===== src/rtl/sqrt_pkg.sv =====
// Shared types and elaboration helpers for the iterative restoring square-root unit.
package sqrt_pkg;

  typedef enum logic [1:0] {
    IDLE = 2'd0,
    RUN  = 2'd1,
    DONE = 2'd2
  } state_t;

  localparam int MIN_WIDTH = 4;
  localparam int MAX_WIDTH = 64;

  function automatic int clog2_min1(input int n);
    int c;
    c = 0;
    for (int i = 0; i < 31; i++) begin
      if ((1 << i) < n) c = i + 1;
    end
    return (c < 1) ? 1 : c;
  endfunction

  function automatic bit legal_params(input int width, input int spc);
    bit ok;
    ok = (width % 2 == 0) && (width >= MIN_WIDTH) && (width <= MAX_WIDTH);
    ok = ok && (spc == 1 || spc == 2);
    ok = ok && (spc != 0) && ((width / 2) % ((spc == 0) ? 1 : spc) == 0);
    return ok;
  endfunction

endpackage


===== src/rtl/sqrt_restoring_multi_if.sv =====
// Request/response bundle of the square-root unit; slave side faces the datapath.
interface sqrt_restoring_multi_if #(
  parameter int WIDTH           = 32,
  parameter int STEPS_PER_CYCLE = 1
);
  localparam int QW    = WIDTH / 2;
  localparam int RW    = QW + 1;
  localparam int ITERS = QW / STEPS_PER_CYCLE;
  localparam int CW    = sqrt_pkg::clog2_min1(ITERS);

  logic             start_valid;
  logic             start_ready;
  logic [WIDTH-1:0] d;
  logic             cancel;
  logic             out_valid;
  logic             out_ready;
  logic [QW-1:0]    q;
  logic [RW-1:0]    r;
  logic             busy;
  logic [CW-1:0]    count;

  modport slave (
    input  start_valid, d, cancel, out_ready,
    output start_ready, out_valid, q, r, busy, count
  );

  modport master (
    output start_valid, d, cancel, out_ready,
    input  start_ready, out_valid, q, r, busy, count
  );
endinterface


===== src/rtl/sqrt_restoring_multi_step.sv =====
// One combinational restoring iteration: resolves a single root bit from two radicand bits.
module sqrt_restoring_step #(
  parameter int QW = 16
) (
  input  logic [QW-1:0] r_in,
  input  logic [QW-1:0] q_in,
  input  logic [1:0]    d2,
  output logic [QW:0]   r_out,
  output logic [QW-1:0] q_out
);
  localparam int RW = QW + 1;

  logic [RW:0] trial;

  always_comb begin
    trial = {r_in, d2} - {q_in, 2'b01};
    // A set MSB means the trial went negative: keep the shifted partial remainder.
    if (trial[RW]) begin
      r_out = {r_in[QW-2:0], d2};
      q_out = {q_in[QW-2:0], 1'b0};
    end else begin
      r_out = trial[RW-1:0];
      q_out = {q_in[QW-2:0], 1'b1};
    end
  end
endmodule


===== src/rtl/sqrt_restoring_multi.sv =====
// Iterative restoring integer square root, STEPS_PER_CYCLE root bits per clock,
// with valid/ready on both sides, cancel and a zero-radicand fast path.
module sqrt_restoring_multi
  import sqrt_pkg::*;
#(
  parameter int WIDTH           = 32,
  parameter int STEPS_PER_CYCLE = 1
) (
  input  logic                   clock,
  input  logic                   reset,
  sqrt_restoring_multi_if.slave  bus
);
  localparam int QW    = WIDTH / 2;
  localparam int RW    = QW + 1;
  localparam int ITERS = QW / STEPS_PER_CYCLE;
  localparam int CW    = clog2_min1(ITERS);
  localparam logic [CW-1:0] LAST = CW'(ITERS - 1);

  if (!legal_params(WIDTH, STEPS_PER_CYCLE)) begin : g_bad_params
    $error("sqrt_restoring_multi: illegal WIDTH/STEPS_PER_CYCLE combination");
  end

  state_t           state_q, state_d;
  logic [WIDTH-1:0] dreg_q, dreg_d;
  logic [QW-1:0]    q_q, q_d;
  logic [RW-1:0]    r_q, r_d;
  logic [CW-1:0]    count_q, count_d;

  logic [QW-1:0] q_ch [0:STEPS_PER_CYCLE];
  logic [RW-1:0] r_ch [0:STEPS_PER_CYCLE];

  assign q_ch[0] = q_q;
  assign r_ch[0] = r_q;

  for (genvar k = 0; k < STEPS_PER_CYCLE; k++) begin : g_step
    sqrt_restoring_step #(.QW(QW)) u_step (
      .r_in  (r_ch[k][QW-1:0]),
      .q_in  (q_ch[k]),
      .d2    (dreg_q[WIDTH-1-2*k -: 2]),
      .r_out (r_ch[k+1]),
      .q_out (q_ch[k+1])
    );
  end

  always_comb begin
    state_d = state_q;
    dreg_d  = dreg_q;
    q_d     = q_q;
    r_d     = r_q;
    count_d = count_q;
    unique case (state_q)
      IDLE: begin
        if (bus.start_valid && !bus.cancel) begin
          dreg_d  = bus.d;
          q_d     = '0;
          r_d     = '0;
          count_d = '0;
          state_d = (bus.d == '0) ? DONE : RUN;
        end
      end
      RUN: begin
        if (bus.cancel) begin
          state_d = IDLE;
        end else begin
          q_d     = q_ch[STEPS_PER_CYCLE];
          r_d     = r_ch[STEPS_PER_CYCLE];
          dreg_d  = dreg_q << (2 * STEPS_PER_CYCLE);
          count_d = (count_q == LAST) ? '0 : count_q + 1'b1;
          if (count_q == LAST) state_d = DONE;
        end
      end
      DONE: begin
        if (bus.cancel || bus.out_ready) state_d = IDLE;
      end
      default: state_d = IDLE;
    endcase
  end

  always_ff @(posedge clock) begin
    if (reset) begin
      state_q <= IDLE;
      dreg_q  <= '0;
      q_q     <= '0;
      r_q     <= '0;
      count_q <= '0;
    end else begin
      state_q <= state_d;
      dreg_q  <= dreg_d;
      q_q     <= q_d;
      r_q     <= r_d;
      count_q <= count_d;
    end
  end

  // Handshake flags decode registered state only; cancel just blocks a new accept.
  assign bus.start_ready = (state_q == IDLE) && !bus.cancel;
  assign bus.out_valid   = (state_q == DONE);
  assign bus.busy        = (state_q != IDLE);
  assign bus.q           = q_q;
  assign bus.r           = r_q;
  assign bus.count       = count_q;
endmodule


===== src/flat_wrapper.sv =====
// flat-port wrapper written by rule: the top's interface ports become plain ports
module sqrt_restoring_multi_flat import sqrt_pkg::*;
#(
  parameter int WIDTH           = 32,
  parameter int STEPS_PER_CYCLE = 1
)
  (clock, reset, bus_start_valid, bus_d, bus_cancel, bus_out_ready, bus_start_ready, bus_out_valid, bus_q, bus_r, bus_busy, bus_count);
  sqrt_restoring_multi_if #(.WIDTH(WIDTH), .STEPS_PER_CYCLE(STEPS_PER_CYCLE)) bus_i ();
  input  logic clock;
  input  logic reset;
  input wire logic [$bits(bus_i.start_valid)-1:0] bus_start_valid;
  input wire logic [$bits(bus_i.d)-1:0] bus_d;
  input wire logic [$bits(bus_i.cancel)-1:0] bus_cancel;
  input wire logic [$bits(bus_i.out_ready)-1:0] bus_out_ready;
  output wire logic [$bits(bus_i.start_ready)-1:0] bus_start_ready;
  output wire logic [$bits(bus_i.out_valid)-1:0] bus_out_valid;
  output wire logic [$bits(bus_i.q)-1:0] bus_q;
  output wire logic [$bits(bus_i.r)-1:0] bus_r;
  output wire logic [$bits(bus_i.busy)-1:0] bus_busy;
  output wire logic [$bits(bus_i.count)-1:0] bus_count;
  assign bus_i.start_valid = bus_start_valid;
  assign bus_i.d = bus_d;
  assign bus_i.cancel = bus_cancel;
  assign bus_i.out_ready = bus_out_ready;
  assign bus_start_ready = bus_i.start_ready;
  assign bus_out_valid = bus_i.out_valid;
  assign bus_q = bus_i.q;
  assign bus_r = bus_i.r;
  assign bus_busy = bus_i.busy;
  assign bus_count = bus_i.count;
  sqrt_restoring_multi #(.WIDTH(WIDTH), .STEPS_PER_CYCLE(STEPS_PER_CYCLE)) u_core (.clock(clock), .reset(reset), .bus(bus_i));
endmodule

===== config.mk =====
export PLATFORM = sky130hd
export DESIGN_NAME = sqrt_restoring_multi_flat
export DESIGN_NICKNAME = d
export VERILOG_FILES = /design/src/rtl/sqrt_pkg.sv /design/src/rtl/sqrt_restoring_multi_if.sv /design/src/rtl/sqrt_restoring_multi_step.sv /design/src/rtl/sqrt_restoring_multi.sv /design/src/flat_wrapper.sv
export SDC_FILE = /design/constraint.sdc
export NUM_CORES = 1
export LEC_CHECK = 0
export CAP_MARGIN = 40
export CORE_UTILIZATION = 48
export CTS_BUF_LIST = sky130_fd_sc_hd__clkbuf_8
export CTS_CLUSTER_SIZE = 10
export DETAILED_ROUTE_END_ITERATION = 8
export GPL_ROUTABILITY_DRIVEN = 0
export PLACE_DENSITY = 0.8
export REMOVE_ABC_BUFFERS = 1
export SLEW_MARGIN = 10
export SYNTH_ARGS = -nofsm -noshare
export SYNTH_HDL_FRONTEND = slang
export SYNTH_SLANG_ARGS = --single-unit

===== constraint.sdc =====
create_clock -name clock -period 2.3 [get_ports clock]
set_input_delay 0.69 -clock clock [delete_from_list [all_inputs] [get_ports clock]]
set_output_delay 0.69 -clock clock [all_outputs]
set_load 0.03 [all_outputs]

# Word-level counts from Yosys, hierarchy flattened
# Index checks and enable logic that the tools add are counted.
classes:
  add_sub_neg: 2
  eq_ne: 7
  muxes: 21
  n_reduce_logical: 10
op_table:
  columns: ["operator", "count"]
  rows:
  - ["$mux W32", 2]
  - ["$pmux W32 S2", 1]
  - ["$mux W17", 3]
  - ["$pmux W17 S2", 1]
  - ["$logic_not A32 Y1", 1]
  - ["$mux W16", 2]
  - ["$pmux W16 S2", 1]
  - ["$sub A18 B18 Y18", 1]
  - ["$mux W4", 3]
  - ["$mux W2", 5]
  - ["$pmux W4 S2", 1]
  - ["$pmux W2 S3", 1]
  - ["$reduce_and A3 Y1", 2]
  - ["$add A4 B1 Y4 const B", 1]
  - ["$eq A4 B4 Y1 const B", 1]
  - ["$ne A2 B1 Y1 const B", 2]
  - ["$reduce_bool A2 Y1", 2]
  - ["$ne A3 B2 Y1 const B", 1]
  - ["$eq A2 B1 Y1 const B", 1]
  - ["$eq A2 B2 Y1 const B", 1]
  - ["$logic_and A1 B1 Y1", 2]
  - ["$logic_not A2 Y1", 1]
  - ["$ne A2 B2 Y1 const B", 1]
  - ["$logic_not A1 Y1", 1]
  - ["other kinds (2)", 2]
totals:
  regBits: 71
  input_bits: 37
  output_inout_bits: 40

# Longest topological paths before layout
# Gate-level depths: netlist of the first run.
depth:
  ltp_word: 4
  depth_mapped: 10

# Modules after synthesis
# A second synthesis of the first run with hierarchy kept.
unflattened:
  hier_cells: 516
  hier_area_um2: 4485.6
by_module_without_submodules:
  columns: ["mod", "instances", "cells_per_inst", "area_each_um2", "seq_area_each_um2"]
  rows:
  - ["sqrt_restoring_multi", 1, 340, 3165.5, 1421.4]
  - ["sqrt_restoring_step", 1, 176, 1320.0, 0.0]

# Worst setup path after synthesis of the first run
# Ideal clock, no wire load.
synth_timing:
  path_kind: "reg-to-reg"
  startpoint: "register u_core.q_q[0], in the netlist u_core.bus.q[0]"
  endpoint: "register u_core.r_q[0], in the netlist u_core.bus.r[0]"
  t_arrival_ns: 2.523
  t_required_ns: 2.178
  setup_slack_ns: -0.345
  path_stages_with_launch: 11
  path_buffers: 1
  synth_period_minus_slack_ns: 2.645
  cell_sequence: "dfxtp_1 inv_1 ha_1 o21ai_1 a221oi_4 a211oi_2 or2_4 a211oi_4 buf_6 nor4_1 a221o_1"
synth_between:
  elab_chain_len: 4
synth_lines:
  columns: ["item", "line", "rtl"]
  rows:
  - ["start: declaration", "sqrt_restoring_multi.sv:25", "logic [QW-1:0] q_q, q_d;"]
  - ["start signal: assignment", "sqrt_restoring_multi.sv:89", "q_q <= q_d;"]
  - ["$sub A18 B18 Y18", "sqrt_restoring_multi_step.sv:16", "trial = {r_in, d2} - {q_in, 2'b01};"]
  - ["$mux W17", "sqrt_restoring_multi_step.sv:18", "if (trial[RW]) begin"]
  - ["$mux W17", "sqrt_restoring_multi.sv:62", "if (bus.cancel) begin"]
  - ["$pmux W17 S2", "sqrt_restoring_multi.sv:51", "unique case (state_q)"]
  - ["end signal: assignment", "sqrt_restoring_multi.sv:90", "r_q <= r_d;"]
  - ["end: declaration", "sqrt_restoring_multi.sv:26", "logic [RW-1:0] r_q, r_d;"]
# No other way between the ends. The select of a mux whose other input is x is not followed.
# A chain may end at the register's enable or synchronous reset.

# Final worst setup path of the first run
layout_timing:
  startpoint: "register u_core.q_q[9], in the netlist u_core.bus.q[9]"
  endpoint: "register u_core.r_q[10], in the netlist u_core.bus.r[10]"
# Same word-level chain as after synthesis.

==> PnR_summary.wiki, run 1 <==
{| class="wikitable"
! Metric !! Value
|-
| Accumulated negative setup slack || -2.02 ns
|-
| CTS Buffer Depth || 2
|-
| Final Hold Violating Endpoints || 0
|-
| Number of vias per cell after detailed routing || 5.78
|-
| Crit-path max FO || 5
|-
| Share of flip-flops with an asynchronous set or reset after synthesis || 0%
|-
| Maximum number of pins on one net before global-route repair || 68
|-
| Status || finished with violations
|-
| Final Non-Filler Cells || 739
|-
| Die Outline Area || 0.00844 mm^2
|-
| Antenna Violating Nets Remaining || 0
|-
| Slew at the pin closest to its max-slew limit || 0.400 ns
|-
| Synth unique cells || 47
|-
| Peak clock frequency supported by timing || 405 MHz
|-
| Clock buffer count from CTS || 9
|-
| Source of the worst register-to-register timing path || u_core.bus.q[9]$_SDFFE_PP0P_
|-
| GR Overflow Total || 0
|-
| Crit share post-route || 107%
|-
| Initial antenna violation count || 0
|-
| Deepest level of the CTS H-tree || 3
|-
| Clock latency on the worst-skew pair || 0.35 ns
|-
| Count of filler cells inserted in the layout || 571
|-
| Cell row count || 32
|-
| Number of cell instances on the worst register-to-register path || 12
|-
| Clk slew on worst S/H paths || 0.08 ns
|-
| Total I/O pin count || 77
|-
| Yosys warning count || 0
|-
| Area of the core region || 0.00777 mm^2
|-
| Reg-to-reg endpoint || u_core.bus.r[10]$_SDFFE_PP0P_
|-
| Root Buffer Master || clkbuf_8
|-
| Post-synthesis instance area || 0.00388 mm^2
|-
| Vertical die dimension || 91.9 um
|-
| Final count of negative-setup-slack endpoints || 18
|-
| Hold EP || u_core.bus.r[16]$_SDFFE_PP0P_
|-
| Detailed-route wire length || 11,700 um
|-
| RSZ-0062 raised after global routing || yes
|-
| Post-route minimum period || 2.47 ns
|-
| Static Leak || 0.00222 uW
|-
| Seq cells post-synth || 71
|-
| N_diodes || 0
|-
| Final max-slew violation count || 0
|-
| Average instance area after synthesis || 7.69 um^2
|-
| Type of element capturing the critical path || flop
|-
| Hold-fix buffers at CTS || 0
|-
| Number of global-route vias before repair || 4,170
|-
| Die Width || 91.9 um
|-
| DR iter-0 viols || 258
|-
| Worst path slowest cell || dfxtp_2
|-
| Fraction of the yosys area taken by sequential cells || 36.7%
|-
| Headroom to the max-slew limit || 72.7%
|-
| GRT Total Usage || 27.4%
|-
| Class of the most critical setup path || flop to flop
|-
| Starting density of the core || 49.9%
|-
| HP Class || flop to flop
|-
| Hold WS || 0.473 ns
|-
| Routed wire per std cell || 15.8 um
|-
| First-pass detailed-route iteration total || 4
|-
| Data required time of the critical path || 2.53 ns
|-
| Number of maximum-capacitance violations || 0
|-
| Number of buffer cells added on primary ports || 76
|-
| Pwr/cell area || 645 mW/mm^2
|-
| CP Launch Point || u_core.bus.q[9]$_SDFFE_PP0P_
|-
| Placed Instances || 716
|-
| Number of cells produced by synthesis || 504
|-
| Area growth syn-to-layout || 44.9%
|-
| TritonCTS clock tree || done
|-
| DPL Wire Length || 7880 um
|-
| Via count || 4,269
|-
| Nature of the critical path startpoint || flop
|-
| Synth Flop Type || dfxtp_1
|-
| CP Cell Sequence || inv_2 -> ha_4 -> buf_6 -> and3_1 -> o22ai_2 -> buf_4 -> or2_4 -> a211oi_4 -> buf_6 -> buf_8 -> mux2i_1 -> o21ai_1
|-
| Worst setup margin || -0.170 ns
|-
| Number of flops mapped to enable cells by yosys || 0
|-
| Post-layout net count || 687
|-
| Wire length of the first global-routing pass || 18,800 um
|-
| Peak ir drop on the vdd network || 0.000300 V
|-
| Layout cell share with drive strength beyond 1 || 20.4%
|-
| Critical Path AT || 2.70 ns
|-
| Cells on Worst Hold Path || 2
|-
| Worst reg-to-reg setup slack || -0.17 ns
|-
| Setup clock skew after layout || 0.0142 ns
|-
| Sink count of the clock tree || 71
|-
| Stage delay of the slowest cell on the critical path || 0.34 ns
|-
| Violated checks || setup timing
|-
| Start point of the worst min-delay path || u_core.bus.r[16]$_SDFFE_PP0P_
|-
| Number of remaining DRC errors || 0
|-
| Critical path's most frequent cell || buf_6
|}
per-stage QoR:
stage                     util [%]  cell area, um^2  total power (uW)  setup slack (ns)
after floorplan                  -             3750              2010            -0.842
after global placement        65.9             5120              2350            -0.209
after detailed placement      66.1             5130              2380            -0.274
after CTS                     70.7             5490              3480            -0.103
after global routing          72.3             5620              3780            -0.293
final                         72.3             5620              3620            -0.170
kinds of logic after synthesis:
family	synth area share [%]
xor+xnor	2.94
flops	36.7
simple gates	24.7
buf+inv	5.23
fa+ha+maj	5.49
compound gates	20.8
mux	4.16
flip-flops by register name, indices dropped and copies added (netlist names):
signal	cells
u_core.dreg_q	32
u_core.bus.r	17
u_core.bus.q	16
u_core.bus.count	4
u_core.state_q	2
Yosys cell counts (6+ instances only):
cell type	count	area, um^2
dfxtp_1	71	1420
mux2i_1	15	150
nand3_1	18	90.1
clkbuf_1	18	67.6
ha_1	17	213
nand2_1	104	390
inv_1	20	75.1
a21oi_1	29	145
o21ai_1	16	80.1
nor3_1	9	45.0
o21ai_0	11	55.1
xnor2_1	10	87.6
o21a_1	6	45.0
nor4_1	10	62.6
buf_1	10	37.5
nor2_1	60	225
a311oi_1	31	272
layout make-up:
type	instances	area [um^2]	share of cell area [%]
Tap cell	102	128	2.27
Clock buffer	10	138	2.45
Sequential cell	71	1430	25.4
Timing Repair Buffer	148	1350	24.1
Multi-Input combinational cell	383	2440	43.5
Clock inverter	5	51.3	0.913
Inverter	20	75.1	1.34
power breakdown:
part | total [uW] | internal, uW | switching (uW)
clock network | 970 | 517 | 453
logic | 1320 | 684 | 638
registers | 1330 | 1290 | 41.6
cell usage in the layout, fill, tap and decap left out, types with 5 or more instances in the layout:
| cell | instances |
|---|---|
| a21oi_1 | 27 |
| buf_6 | 8 |
| inv_1 | 19 |
| nor3_1 | 5 |
| a311oi_1 | 31 |
| nand2_1 | 104 |
| nor2_1 | 60 |
| ha_4 | 5 |
| dfxtp_2 | 6 |
| ha_1 | 11 |
| o21ai_0 | 8 |
| clkbuf_8 | 10 |
| o21a_1 | 5 |
| clkdlybuf4s50_1 | 71 |
| mux2i_1 | 11 |
| nor4_1 | 9 |
| o21ai_1 | 17 |
| buf_4 | 62 |
| nand3_1 | 18 |
| dfxtp_1 | 65 |
| nand2b_1 | 5 |
| xnor2_1 | 10 |
timing repair:
action,CTS,global route
cloned,1,0
buffers inserted,4,3
pin swaps,11,9
setup endpoints to repair,20,19
resized for setup,31,27
layer usage:
layer | share of wire, % | up-vias | track usage (%)
met3 | 6.2 | 49 | 4.39
met1 | 40 | 1998 | 31.4
li1 | - | 2028 | -
met5 | 0 | - | 0
met2 | 50 | 194 | 49.4
met4 | 3.8 | 0 | 13.0
worst max-delay path by stage:
stage / end / slack, ns / cells past startpoint
after floorplan: u_core.bus.r[1]$_SDFFE_PP0P_ / -0.84 / 9
after global placement: u_core.bus.r[16]$_SDFFE_PP0P_ / -0.21 / 6
after detailed placement: u_core.bus.r[13]$_SDFFE_PP0P_ / -0.27 / 10
after CTS: u_core.bus.r[13]$_SDFFE_PP0P_ / -0.10 / 11
after global routing: u_core.bus.r[10]$_SDFFE_PP0P_ / -0.29 / 12
final: u_core.bus.r[10]$_SDFFE_PP0P_ / -0.17 / 12
critical path: cells and delay by family (launching register included):
kind,cells,cell delay [ns]
AOI/OAI and AO/OA,3,0.43
buffers and inverters,5,0.58
and+or+nand+nor,2,0.49
DFF,1,0.34
adders and majority gates,1,0.27
muxes,1,0.24
(Power assumes the default switching activity.)
==> run 2: changes to the inputs <==
--- a/config.mk
+++ b/config.mk
@@ -6,6 +6,7 @@
 export NUM_CORES = 1
 export LEC_CHECK = 0
 export CAP_MARGIN = 40
+export CORE_ASPECT_RATIO = 1.2
 export CORE_UTILIZATION = 48
 export CTS_BUF_LIST = sky130_fd_sc_hd__clkbuf_8
 export CTS_CLUSTER_SIZE = 10
==> run 2 against run 1 <==
Net effect:
- register-to-register slack gained 0.02 ns
- largest cell class unchanged
- via count fell by 2.6%
- critical path depth fell by 1
- cell count grew 0.14%
- routed wire length fell by 4.2%
- the run ends with DRC, setup timing left
- sequential share of layout area hardly changed
- final area increased by 0.13%
- utilization up 0.25 points
- critical path type unchanged
- hold slack improved by 0.0037 ns
- largest power group unchanged
- maximum frequency is 0.66% higher
- sequential power about the same
==> PnR_summary.wiki, run 2 (same netlist as run 1, synthesis figures left out) <==
{| class="wikitable"
! Metric !! Value
|-
| Count of filler cells inserted in the layout || 569 (was 571)
|-
| Peak ir drop on the vdd network || 0.000401 V (was 0.000300 V)
|-
| Layout cell share with drive strength beyond 1 || 20.8% (was 20.4%)
|-
| Antenna Violating Nets Remaining || 0 (unchanged)
|-
| Number of maximum-capacitance violations || 0 (unchanged)
|-
| Number of flip-flops under the largest register name || 32 (unchanged)
|-
| Detailed-route wire length || 11,200 um (was 11,700 um)
|-
| Most frequent cells in the layout || 104 x nand2_1, 78 x buf_4, 72 x clkdlybuf4s50_1 (was 104 x nand2_1, 71 x clkdlybuf4s50_1, 65 x dfxtp_1)
|-
| Initial antenna violation count || 0 (unchanged)
|-
| Post-route cell area || 0.00562 mm^2 (about the same)
|-
| Data required time of the critical path || 2.54 ns (was 2.53 ns)
|-
| Area growth syn-to-layout || 45.0% (was 44.9%)
|-
| Pre-CTS setup slack || -0.229 ns (was -0.274 ns)
|-
| Static Leak || 0.00225 uW (was 0.00222 uW)
|-
| Sink count of the clock tree || 71 (unchanged)
|-
| Placed Instances || 716 (unchanged)
|-
| Maximum number of pins on one net before global-route repair || 68 (unchanged)
|-
| Number of remaining DRC errors || 10 (was 0)
|-
| Die Outline Area || 0.00844 mm^2 (about the same)
|-
| Number of buffer cells added on primary ports || 76 (unchanged)
|-
| Wire length of the first global-routing pass || 18,400 um (was 18,800 um)
|-
| Area of the core region || 0.00775 mm^2 (was 0.00777 mm^2)
|-
| Register ranked first by flip-flop count || u_core.dreg_q (unchanged)
|-
| Final count of negative-setup-slack endpoints || 18 (unchanged)
|-
| Post-route minimum period || 2.45 ns (was 2.47 ns)
|-
| DPL Wire Length || 7880 um (about the same)
|-
| Pwr/cell area || 657 mW/mm^2 (was 645 mW/mm^2)
|-
| RSZ-0062 raised after global routing || yes (unchanged)
|-
| Final max-slew violation count || 0 (unchanged)
|-
| GRT Total Usage || 26.9% (was 27.4%)
|-
| Total I/O pin count || 77 (unchanged)
|-
| Routed wire per std cell || 15.1 um (was 15.8 um)
|-
| Slew at the pin closest to its max-slew limit || 0.430 ns (was 0.400 ns)
|-
| Final Non-Filler Cells || 740 (was 739)
|-
| HP Class || flop to flop (unchanged)
|-
| Nature of the critical path startpoint || flop (unchanged)
|-
| Crit share post-route || 107% (about the same)
|-
| Number of global-route vias before repair || 4,065 (was 4,170)
|-
| Area occupied by multi-input gates || 0.00238 mm^2 (was 0.00244 mm^2)
|-
| Violated checks || DRC, setup timing (was setup timing)
|-
| PnR Total Power || 3690 uW (was 3620 uW)
|-
| Type of element capturing the critical path || flop (unchanged)
|-
| Critical Path AT || 2.69 ns (was 2.70 ns)
|-
| Clock buffer count from CTS || 9 (unchanged)
|-
| GR Overflow Total || 0 (unchanged)
|-
| DR iter-0 viols || 257 (was 258)
|-
| Placed Instance Area || 0.00520 mm^2 (was 0.00513 mm^2)
|-
| Via count || 4,160 (was 4,269)
|-
| First-pass detailed-route iteration total || 7 (was 4)
|-
| Root Buffer Master || clkbuf_8 (unchanged)
|-
| Worst setup margin || -0.154 ns (was -0.170 ns)
|-
| Status || finished with violations (unchanged)
|-
| Hold WS || 0.476 ns (was 0.473 ns)
|-
| Commonest non-fill, non-tap cell in the layout || nand2_1 (unchanged)
|-
| Starting density of the core || 50.0% (was 49.9%)
|-
| Deepest level of the CTS H-tree || 3 (unchanged)
|-
| Number of vias per cell after detailed routing || 5.62 (was 5.78)
|-
| Setup clock skew after layout || 0.00831 ns (was 0.0142 ns)
|-
| Vertical die dimension || 100 um (was 91.9 um)
|-
| Final Hold Violating Endpoints || 0 (unchanged)
|-
| TritonCTS clock tree || done (unchanged)
|-
| Cell row count || 35 (was 32)
|-
| Class of the most critical setup path || flop to flop (unchanged)
|-
| Clock latency on the worst-skew pair || 0.36 ns (was 0.35 ns)
|-
| Peak clock frequency supported by timing || 407 MHz (was 405 MHz)
|-
| Die Width || 84.0 um (was 91.9 um)
|-
| Crit-path max FO || 6 (was 5)
|-
| CTS Buffer Depth || 2 (unchanged)
|-
| Headroom to the max-slew limit || 70.6% (was 72.7%)
|-
| Hold-fix buffers at CTS || 0 (unchanged)
|-
| Post-layout net count || 697 (was 687)
|-
| Area occupied by registers || 0.00143 mm^2 (unchanged)
|-
| N_diodes || 0 (unchanged)
|-
| Clk slew on worst S/H paths || 0.08 ns (about the same)
|}
run 2: cell count changes in the layout (fill, tap and decap cells not counted), moves of 2 or more:
cell,before,now
buf_4,62,78
a21oi_1,27,29
a21oi_2,2,0
mux2i_4,2,0
buf_6,8,2
mux2i_1,11,13
run 2: stage by stage:
step	TNS, ns	utilization [%]
2_1_floorplan	-27.76	-
3_3_place_gp	-1.63	67.0
3_5_place_dp	-2.66	67.1
4_1_cts	-1.44	72.0
5_1_grt	-3.40	72.6
6_report	-1.82	72.6
run 2: worst paths after layout:
path,start,depth (start not counted),endpoint,slack (ns)
worst min-delay path,u_core.dreg_q[0]$_SDFFE_PP0P_,2,u_core.dreg_q[0]$_SDFFE_PP0P_,0.48
worst max-delay path,u_core.bus.q[9]$_SDFFE_PP0P_,11,u_core.bus.r[3]$_SDFFE_PP0P_,-0.15
worst min register to register,u_core.dreg_q[0]$_SDFFE_PP0P_,2,u_core.dreg_q[0]$_SDFFE_PP0P_,0.48
worst max register to register,u_core.bus.q[9]$_SDFFE_PP0P_,11,u_core.bus.r[3]$_SDFFE_PP0P_,-0.15
run 2: metal layers:
metal	vias up	global-route usage (%)	wire, um
li1	2050	-	-
met1	1941	30.3	4440
met3	28	3.77	547
met2	141	50.6	5920
met5	-	0	0
met4	0	11.9	271
run 2: what timing repair did:
action / CTS / global route
hold endpoints to repair: 0 / 0
pin swaps: 10 / 5
gates resized for setup: 26 / 10
endpoints found under the setup margin: 20 / 19
buffers inserted: 7 / 1
run 2: critical path, stage by stage, from the launching register on:
cell      delay, ns
dfxtp_2        0.34
inv_2          0.05
ha_4           0.24
a21o_1         0.18
a311o_1        0.31
a211oi_2       0.25
nor3_2         0.09
a211oi_4       0.28
buf_12         0.16
buf_8          0.13
mux2i_2        0.22
o21ai_1        0.09
run 2: report_power, final:
group / switching, uW / internal (uW) / leakage [uW]
logic: 596 / 642 / 0.00156
clock network: 494 / 636 / 0.000114
registers: 38.1 / 1290 / 0.000582
total: 1130 / 2560 / 0.00225
run 2: layout make-up:
cell class | count | area share [%]
Multi-Input combinational cell | 383 | 42.2
Timing Repair Buffer | 158 | 25.0
Tap cell | 92 | 2.05
Inverter | 20 | 1.33
Sequential cell | 71 | 25.4
Clock inverter | 6 | 1.51
Clock buffer | 10 | 2.45
